--- config.mk ---
export PLATFORM = sky130hd
export DESIGN_NAME = pixel_write_arbiter
export DESIGN_NICKNAME = d
export VERILOG_FILES = /design/src/rtl/pixel_write_arbiter.sv
export SDC_FILE = /design/constraint.sdc
export NUM_CORES = 1
export LEC_CHECK = 0
export ABC_AREA = 1
export CAP_MARGIN = 20
export CORE_MARGIN = 2
export CORE_UTILIZATION = 35
export DETAILED_ROUTE_END_ITERATION = 16
export PLACE_DENSITY = 0.72
export SYNTH_ARGS = -nofsm -noshare
export SYNTH_HDL_FRONTEND = slang
export SYNTH_SLANG_ARGS = --single-unit
--- constraint.sdc ---
create_clock -name clk_i -period 3.1 [get_ports clk_i]
set_input_delay 0.62 -clock clk_i [delete_from_list [all_inputs] [get_ports clk_i]]
set_output_delay 0.62 -clock clk_i [all_outputs]
set_load 0.01 [all_outputs]
--- src/rtl/pixel_write_arbiter.sv ---
// Round-robin merge of sprite pixel streams onto the single VGA adapter write port, with a
// higher-priority full-screen clear sweep. Optional macro BOUNDS_CHECK_EN drops off-screen pixels.
module pixel_write_arbiter #(
    parameter int         N_SRC     = 4,
    parameter int         SCREEN_W  = 320,
    parameter int         SCREEN_H  = 240,
    parameter logic [2:0] BG_COLOUR = 3'b000
) (
    input  logic               clk_i,
    input  logic               rst_ni,
    input  logic [N_SRC-1:0]   src_req_i,
    input  logic [9*N_SRC-1:0] src_x_i,
    input  logic [8*N_SRC-1:0] src_y_i,
    input  logic [3*N_SRC-1:0] src_colour_i,
    output logic [N_SRC-1:0]   src_gnt_o,
    input  logic               clear_req_i,
    output logic               clear_busy_o,
    output logic               clear_done_o,
    output logic [8:0]         x_o,
    output logic [7:0]         y_o,
    output logic [2:0]         colour_o,
    output logic               plot_o
`ifdef BOUNDS_CHECK_EN
    ,
    output logic [7:0]         drop_count_o
`endif
);

    localparam int         PW     = $clog2(N_SRC);
    localparam logic [8:0] LAST_X = 9'(SCREEN_W - 1);
    localparam logic [7:0] LAST_Y = 8'(SCREEN_H - 1);

    typedef enum logic [1:0] {IDLE, CLEAR, DONE} state_t;

    state_t           state_q, state_d;
    logic [PW-1:0]    rrPtr_q, rrPtr_d;
    logic [8:0]       cx_q, cx_d;
    logic [7:0]       cy_q, cy_d;
    logic [8:0]       x_q, x_d;
    logic [7:0]       y_q, y_d;
    logic [2:0]       colour_q, colour_d;
    logic             plot_q, plot_d;
    logic [N_SRC-1:0] gnt_q, gnt_d;
    logic             busy_q, busy_d;
    logic             done_q, done_d;
`ifdef BOUNDS_CHECK_EN
    logic [7:0]       dropCount_q, dropCount_d;
    logic             offScreen;
`endif

    logic [N_SRC-1:0] eligible;
    logic             found;
    logic [PW-1:0]    winIdx;
    logic [PW-1:0]    cand;
    logic [8:0]       srcX [N_SRC];
    logic [7:0]       srcY [N_SRC];
    logic [2:0]       srcC [N_SRC];

    // Pointer arithmetic wraps by compare so non-power-of-two source counts stay in range.
    function automatic logic [PW-1:0] addWrap(input logic [PW-1:0] base, input logic [PW-1:0] offs);
        logic [PW:0] sum;
        sum = {1'b0, base} + {1'b0, offs};
        if (sum >= (PW+1)'(N_SRC)) sum = sum - (PW+1)'(N_SRC);
        return sum[PW-1:0];
    endfunction

    always_comb begin
        for (int i = 0; i < N_SRC; i++) begin
            srcX[i] = src_x_i[9*i +: 9];
            srcY[i] = src_y_i[8*i +: 8];
            srcC[i] = src_colour_i[3*i +: 3];
        end
    end

    // The source granted last cycle still shows its old request, so it sits out one cycle.
    always_comb begin
        eligible = src_req_i & ~gnt_q;
        found    = 1'b0;
        winIdx   = '0;
        cand     = '0;
        for (int k = 0; k < N_SRC; k++) begin
            cand = addWrap(rrPtr_q, PW'(k));
            if (!found && eligible[cand]) begin
                found  = 1'b1;
                winIdx = cand;
            end
        end
    end

`ifdef BOUNDS_CHECK_EN
    assign offScreen = ({1'b0, srcX[winIdx]} >= 10'(SCREEN_W)) || ({1'b0, srcY[winIdx]} >= 9'(SCREEN_H));
`endif

    always_comb begin
        state_d  = state_q;
        rrPtr_d  = rrPtr_q;
        cx_d     = cx_q;
        cy_d     = cy_q;
        x_d      = x_q;
        y_d      = y_q;
        colour_d = colour_q;
        plot_d   = 1'b0;
        gnt_d    = '0;
        busy_d   = 1'b0;
        done_d   = 1'b0;
`ifdef BOUNDS_CHECK_EN
        dropCount_d = dropCount_q;
`endif
        unique case (state_q)
            IDLE: begin
                if (clear_req_i) begin
                    state_d  = CLEAR;
                    cx_d     = '0;
                    cy_d     = '0;
                    x_d      = '0;
                    y_d      = '0;
                    colour_d = BG_COLOUR;
                    plot_d   = 1'b1;
                    busy_d   = 1'b1;
                end else if (found) begin
                    x_d           = srcX[winIdx];
                    y_d           = srcY[winIdx];
                    colour_d      = srcC[winIdx];
                    gnt_d[winIdx] = 1'b1;
                    rrPtr_d       = addWrap(winIdx, PW'(1));
`ifdef BOUNDS_CHECK_EN
                    plot_d = !offScreen;
                    if (offScreen && dropCount_q != 8'hFF) dropCount_d = dropCount_q + 8'd1;
`else
                    plot_d = 1'b1;
`endif
                end
            end
            CLEAR: begin
                // cx/cy track the pixel currently on the outputs; step to the next one.
                if (cx_q == LAST_X) begin
                    cx_d = '0;
                    cy_d = cy_q + 8'd1;
                end else begin
                    cx_d = cx_q + 9'd1;
                end
                x_d      = cx_d;
                y_d      = cy_d;
                colour_d = BG_COLOUR;
                plot_d   = 1'b1;
                busy_d   = 1'b1;
                if (cx_d == LAST_X && cy_d == LAST_Y) state_d = DONE;
            end
            DONE: begin
                done_d  = 1'b1;
                state_d = IDLE;
            end
            default: state_d = IDLE;
        endcase
    end

    always_ff @(posedge clk_i or negedge rst_ni) begin
        if (!rst_ni) begin
            state_q  <= IDLE;
            rrPtr_q  <= '0;
            cx_q     <= '0;
            cy_q     <= '0;
            x_q      <= '0;
            y_q      <= '0;
            colour_q <= '0;
            plot_q   <= 1'b0;
            gnt_q    <= '0;
            busy_q   <= 1'b0;
            done_q   <= 1'b0;
`ifdef BOUNDS_CHECK_EN
            dropCount_q <= '0;
`endif
        end else begin
            state_q  <= state_d;
            rrPtr_q  <= rrPtr_d;
            cx_q     <= cx_d;
            cy_q     <= cy_d;
            x_q      <= x_d;
            y_q      <= y_d;
            colour_q <= colour_d;
            plot_q   <= plot_d;
            gnt_q    <= gnt_d;
            busy_q   <= busy_d;
            done_q   <= done_d;
`ifdef BOUNDS_CHECK_EN
            dropCount_q <= dropCount_d;
`endif
        end
    end

    assign x_o          = x_q;
    assign y_o          = y_q;
    assign colour_o     = colour_q;
    assign plot_o       = plot_q;
    assign src_gnt_o    = gnt_q;
    assign clear_busy_o = busy_q;
    assign clear_done_o = done_q;
`ifdef BOUNDS_CHECK_EN
    assign drop_count_o = dropCount_q;
`endif

endmodule

==> flow_metrics.py <==
metrics = {
    "floorplanning": {
        "die_w_um": 107,
        "rows": 37,
        "die_h_um": 107,
        "core-area_sq_um": 10300,
        "pin_count": 114,
        "dieArea_sq_um": 11400,
        "start_util": 0.359,
    },
    "detailed_routing": {
        "drc": 0,
        "wl_mm": 11.0,
        "first_pass_iters": 5,
        "viasPerCell": 5.06,
        "dr_total_vias": 4145,
        "wl_per_cell_um": 13.4,
        "antenna_left": 0,
        "drt_iter0_markers": 236,
    },
    "sta": {
        "worst_pin_slew_ps": 555,
        "hold_viol_final": 0,
        "rsz0062_at_grt": "no",
        "fmax_mhz": 397,
        "final_max_slew_viol_count": 0,
        "tns_ps": 0,
        "fin_worst_skew_ps": 8.45,
        "setup_viol": 0,
        "relSlewSlack": 0.627,
        "fin_crit_sh": 0.812,
        "period_needed_ps": 2520,
    },
    "job": {
        "drv_cap": 0,
    },
    "yosys": {
        "yosys_warnings": 0,
        "synth_top_area_frac": 0.324,
        "ys_types": 30,
        "synth_cells": 576,
        "synth.area.top_cells": "dfrtp_1, nand2_1, inv_1, nand3_1, nand4_1",
        "synth.cell_area_sq_um": 3710,
        "syn-num-nets": 670,
        "yosysTopAreaCell": "dfrtp_1",
        "synth.avg_cell_area_sq_um": 6.44,
        "synth-seq-cells": 48,
        "ys_seq_area_frac": 0.324,
    },
    "pwr": {
        "p_sw_w": 0.000403,
        "cell_internal_pwr_w": 0.00108,
        "p_clk_frac": 0.340,
        "switching_share": 0.271,
        "ir_drop_mv": 0.229,
        "p_leak_nw": 2.52,
        "power_w": 0.00149,
        "comb_power_share": 0.237,
        "seqPwrFrac": 0.423,
        "power_density_nw_per_um2": 293,
    },
    "worst_setup_path": {
        "end_kind": "register",
        "startpoint_type": "input port",
        "path_delay_family": "simple AND/OR/NAND/NOR gates",
        "crit_path_max_fanout": 36,
        "cp.arrival_ps": 2710,
        "crit_chain": "clkdlybuf4s50_1 > nand3_1 > nand2_1 > nand2_1 > nand2_1 > nand2_2 > nand3_2 > nand3_4 > inv_2 > ha_1 > nand2_1 > o21ai_0",
        "path_buf_inv": 2,
        "critPathMaxStageDelay_ps": 480,
        "worst-setup-path-type": "in -> reg",
        "cpMaxStageDelayCell": "clkdlybuf4s50_1",
        "cpMostUsedCell": "nand2_1",
        "required_ps": 3290,
    },
    "run_status": {
        "status": "completed",
    },
    "layout": {
        "fin_nets": 776,
        "mostFrequentLayoutCell": "nand2_1",
        "finalNonFillerCells": 819,
        "layout_common_cells": "nand2_1, clkdlybuf4s50_1, inv_1",
        "fin_area_sq_um": 5070,
        "syn_to_final_growth_pct": 36.7,
        "antennaDiodeCount": 0,
        "layout-drive-gt1-share": 0.0644,
    },
    "placement": {
        "dpl_cell_area_sq_um": 4940,
        "numPortBuffers": 113,
        "dpl.hpwl_mm": 8.44,
        "dp.cells": 811,
        "gp_congestion": 0.895,
    },
    "clock_tree": {
        "cts_hold_buf": 0,
        "cts_max_level": 2,
        "numCtsBuffers": 5,
        "clkSlewWorstSetupHoldPaths_ps": 90,
        "cts.sinks": 48,
        "clock_latency_ps": 300,
        "clockBufferDepth": 2,
        "tritoncts": "yes",
        "cts_resized": 0,
        "post-cts-setup-buffers": 0,
        "cts_root_buf": "clkbuf_8",
    },
    "grt": {
        "grt_pass1_wl_mm": 18.1,
        "grt-ovfl-total": 0,
        "antenna_found_initial": 0,
        "track_usage": 0.193,
        "grt_start_max_net_pins": 37,
        "grt_pass1_vias": 3975,
    },
    "hold_path": {
        "min_path_type": "in -> async",
    },
}
-- cell usage after synthesis --
library cell	n
nand3_2	3
clkbuf_1	5
buf_6	5
clkinv_1	1
a21oi_1	21
o21bai_1	1
nor4_2	1
nand2_4	2
nor3_1	4
a31o_2	3
inv_2	4
nand3_4	1
dfrtp_1	48
buf_1	2
o21ai_0	9
nand4_4	1
o22ai_1	11
nand2_1	147
xor2_1	7
nand3_1	68
a31oi_1	3
buf_2	14
nand4_1	38
inv_1	100
inv_4	1
nor2_4	1
nor2_1	62
nand2_2	4
nor2_2	2
ha_1	7
-- flip-flops by register name, indices dropped and copies added (netlist names), 2 cells and up --
| name | count |
|---|---|
| colour_o | 3 |
| cx_q | 9 |
| cy_q | 8 |
| rrPtr_q | 2 |
| src_gnt_o | 4 |
| state_q | 2 |
| x_o | 9 |
| y_o | 8 |
-- per-layer routing --
layer / vias up / global-route usage / share of wire / wire length (um)
met1: 1949 / 0.241 / 0.43 / 4760
met2: 142 / 0.361 / 0.51 / 5620
li1: 2042 / - / - / -
met5: - / 0 / 0 / 0
met4: 0 / 0.0353 / 0.011 / 125
met3: 12 / 0.0213 / 0.045 / 495
-- power by group through the flow --
stage | Combinational (W) | Sequential [W] | Clock [W]
6_report | 0.000352 | 0.000628 | 0.000505
5_1_grt | 0.000395 | 0.000628 | 0.000535
4_1_cts | 0.000354 | 0.000628 | 0.000508
3_5_place_dp | 0.000352 | 0.000640 | 0
3_3_place_gp | 0.000343 | 0.000640 | 0
2_1_floorplan | 0.000194 | 0.000640 | 0
-- path summary, 6_finish.rpt --
kind	from	end	slack, ps	depth (start not counted)
max	src_req_i[3]	rrPtr_q[1]	580	12
min	rst_ni	x_o[0]	290	1
max in group asynchronous	rst_ni	y_o[1]	2080	2
min reg2reg	state_q[0]	clear_done_o	460	1
max reg2reg	rrPtr_q[0]	rrPtr_q[1]	720	13
min in group clk_i	state_q[0]	clear_done_o	460	1
-- kinds of logic (layout without fill, tap and decap cells) --
kind of cell               Yosys count  count (layout)  synth area share
AOI/OAI and AO/OA                   48              48            0.0732
xor gates and xnor gates             7               7            0.0165
adders and majority gates            7               7            0.0236
buffers and inverters              132             239             0.149
DFF                                 48              48             0.324
and+or+nand+nor                    334             334             0.414
-- metrics by stage --
stage	setup slack [ps]	hold WS, ps	util
final	582	290	0.491
after floorplan	1170	324	-
after CTS	625	309	0.491
after global placement	415	441	0.479
after detailed placement	303	446	0.479
after global routing	432	315	0.491
-- cell type report --
class                   instances  area, sq um
clock inverters                 1         30.0
repair buffers                125         1220
flip-flops and latches         48         1200
well taps                     136          170
clock buffers                   7         96.3
inverters                     106          400
fillers                      1014         5250
multi-input cells             396         1960
(Power assumes the default switching activity.)
==> edit, RTL diff (config.mk and constraints unchanged) <==
Change the parameter `SCREEN_W` from 320 to 160.
--- a/src/rtl/pixel_write_arbiter.sv
+++ b/src/rtl/pixel_write_arbiter.sv
@@ -3,5 +3,5 @@
 module pixel_write_arbiter #(
     parameter int         N_SRC     = 4,
-    parameter int         SCREEN_W  = 320,
+    parameter int         SCREEN_W  = 160,
     parameter int         SCREEN_H  = 240,
     parameter logic [2:0] BG_COLOUR = 3'b000
Behaviour: same outputs for any inputs over 10 cycles, from zero or initial values and one cycle with rst_ni low; that may be too few to reach the edited logic, so the function may still have changed.
==> edit against the unedited design <==
Worst hold slack lost 98 ps; synthesized area grew 2.3%; setup slack gained 48 ps; final area grew 1.7%; routed wire length grew 0.16%; sequential cell count is the same; largest cell class unchanged.
Power is left out: it rests on default switching activity, and per cell area and clock period it moved more than threefold.
==> edit: results (changes against the unedited design) <==
- The weighted congestion at the end of routability-driven global placement is 0.906 (+1.3%).
- The via count of the first global-routing pass is 3904 (-1.8%).
- The relative slew slack came to 38.8% (-24 points).
- The global-route wire length before repair came to 18000 µm (-0.50%).
- The start of the worst register-to-register path is cx_q[1].
- The number of nets in the finished design is 783 (+0.90%).
- The routed length on met2 came to 5310 µm (-5.4%).
- The number of DRC violations after detailed-routing iteration 0 is 216 (-8.5%).
- The maximum number of pins on one net before global-route repair came to 49 (+32%).
- The placement-stage worst setup slack came to 327 ps (+24.7 ps).
- The met1 demand-to-capacity share in global routing is 25.4% (+1.2 points).
- The synthesized netlist net count came to 679 (+1.3%).
- The met1 wire length came to 4960 µm (+4.2%).
- The fraction of layout instances using a drive strength above 1 is 6.52% (+0.080 points).
- The maximum fanout encountered on the critical timing path is 32 (-11%).
- The data arrival time of the critical path is 2670 ps (-40 ps).
- The sequential element share of the synthesized area came to 31.7% (-0.72 points).
- The run finished with clean final reports.
- The count of unique library cells instantiated by Yosys is 32 (+6.7%).
- The critical path ends at x_o[6].
- The routed length on met3 is 635 µm (+28%).
- After synthesis, the most frequently instantiated cells are nand2_1 (145), inv_1 (107), nand3_1 (65), dfrtp_1 (48), nor2_1 (48).
- The global routing usage summed across all routing layers is 19.0% (-0.30 points).
- The total placed instance area is 5010 µm² (+1.4%).
- By area the synthesized netlist is led by dfrtp_1 (32%), nand2_1 (14%), inv_1 (11%), nand3_1 (8.6%), nand4_1 (7.8%).
- The half-perimeter wire length of the detailed placement result is 8590 µm (+1.8%).
- The worst setup slack for register-to-register paths is 690 ps (-30 ps).
- The critical path launch point is src_req_i[2].
## edit: critical path: cells and delay by family
| family | cells | cell delay [ps] |
|---|---|---|
| AOI/OAI and AO/OA | 1 | 70 |
| buffers and inverters | 2 | 830 |
| and+or+nand+nor | 10 | 1140 |
## edit: metrics by stage
stage / instances / util [%]
after floorplan: 585 / -
after global placement: 821 / 46.9
after detailed placement: 821 / 46.9
after CTS: 829 / 48.0
after global routing: 830 / 48.2
final: 830 / 48.2
## edit: kinds of logic after synthesis
family	after synthesis	share of synthesized area, %
adders and majority gates	7	2.31
DFF	48	31.7
and+or+nand+nor	326	40.7
xor gates and xnor gates	8	1.85
AOI/OAI and AO/OA	57	8.21
buffers and inverters	139	15.3
## edit: area by class of cell
class	instances	area [µm²]
Clock inverter	2	38.8
Fill cell	1095	5540
Multi-Input combinational cell	398	2010
Tap cell	140	175
Clock buffer	6	82.6
Inverter	113	429
Timing Repair Buffer	123	1210
Sequential cell	48	1200
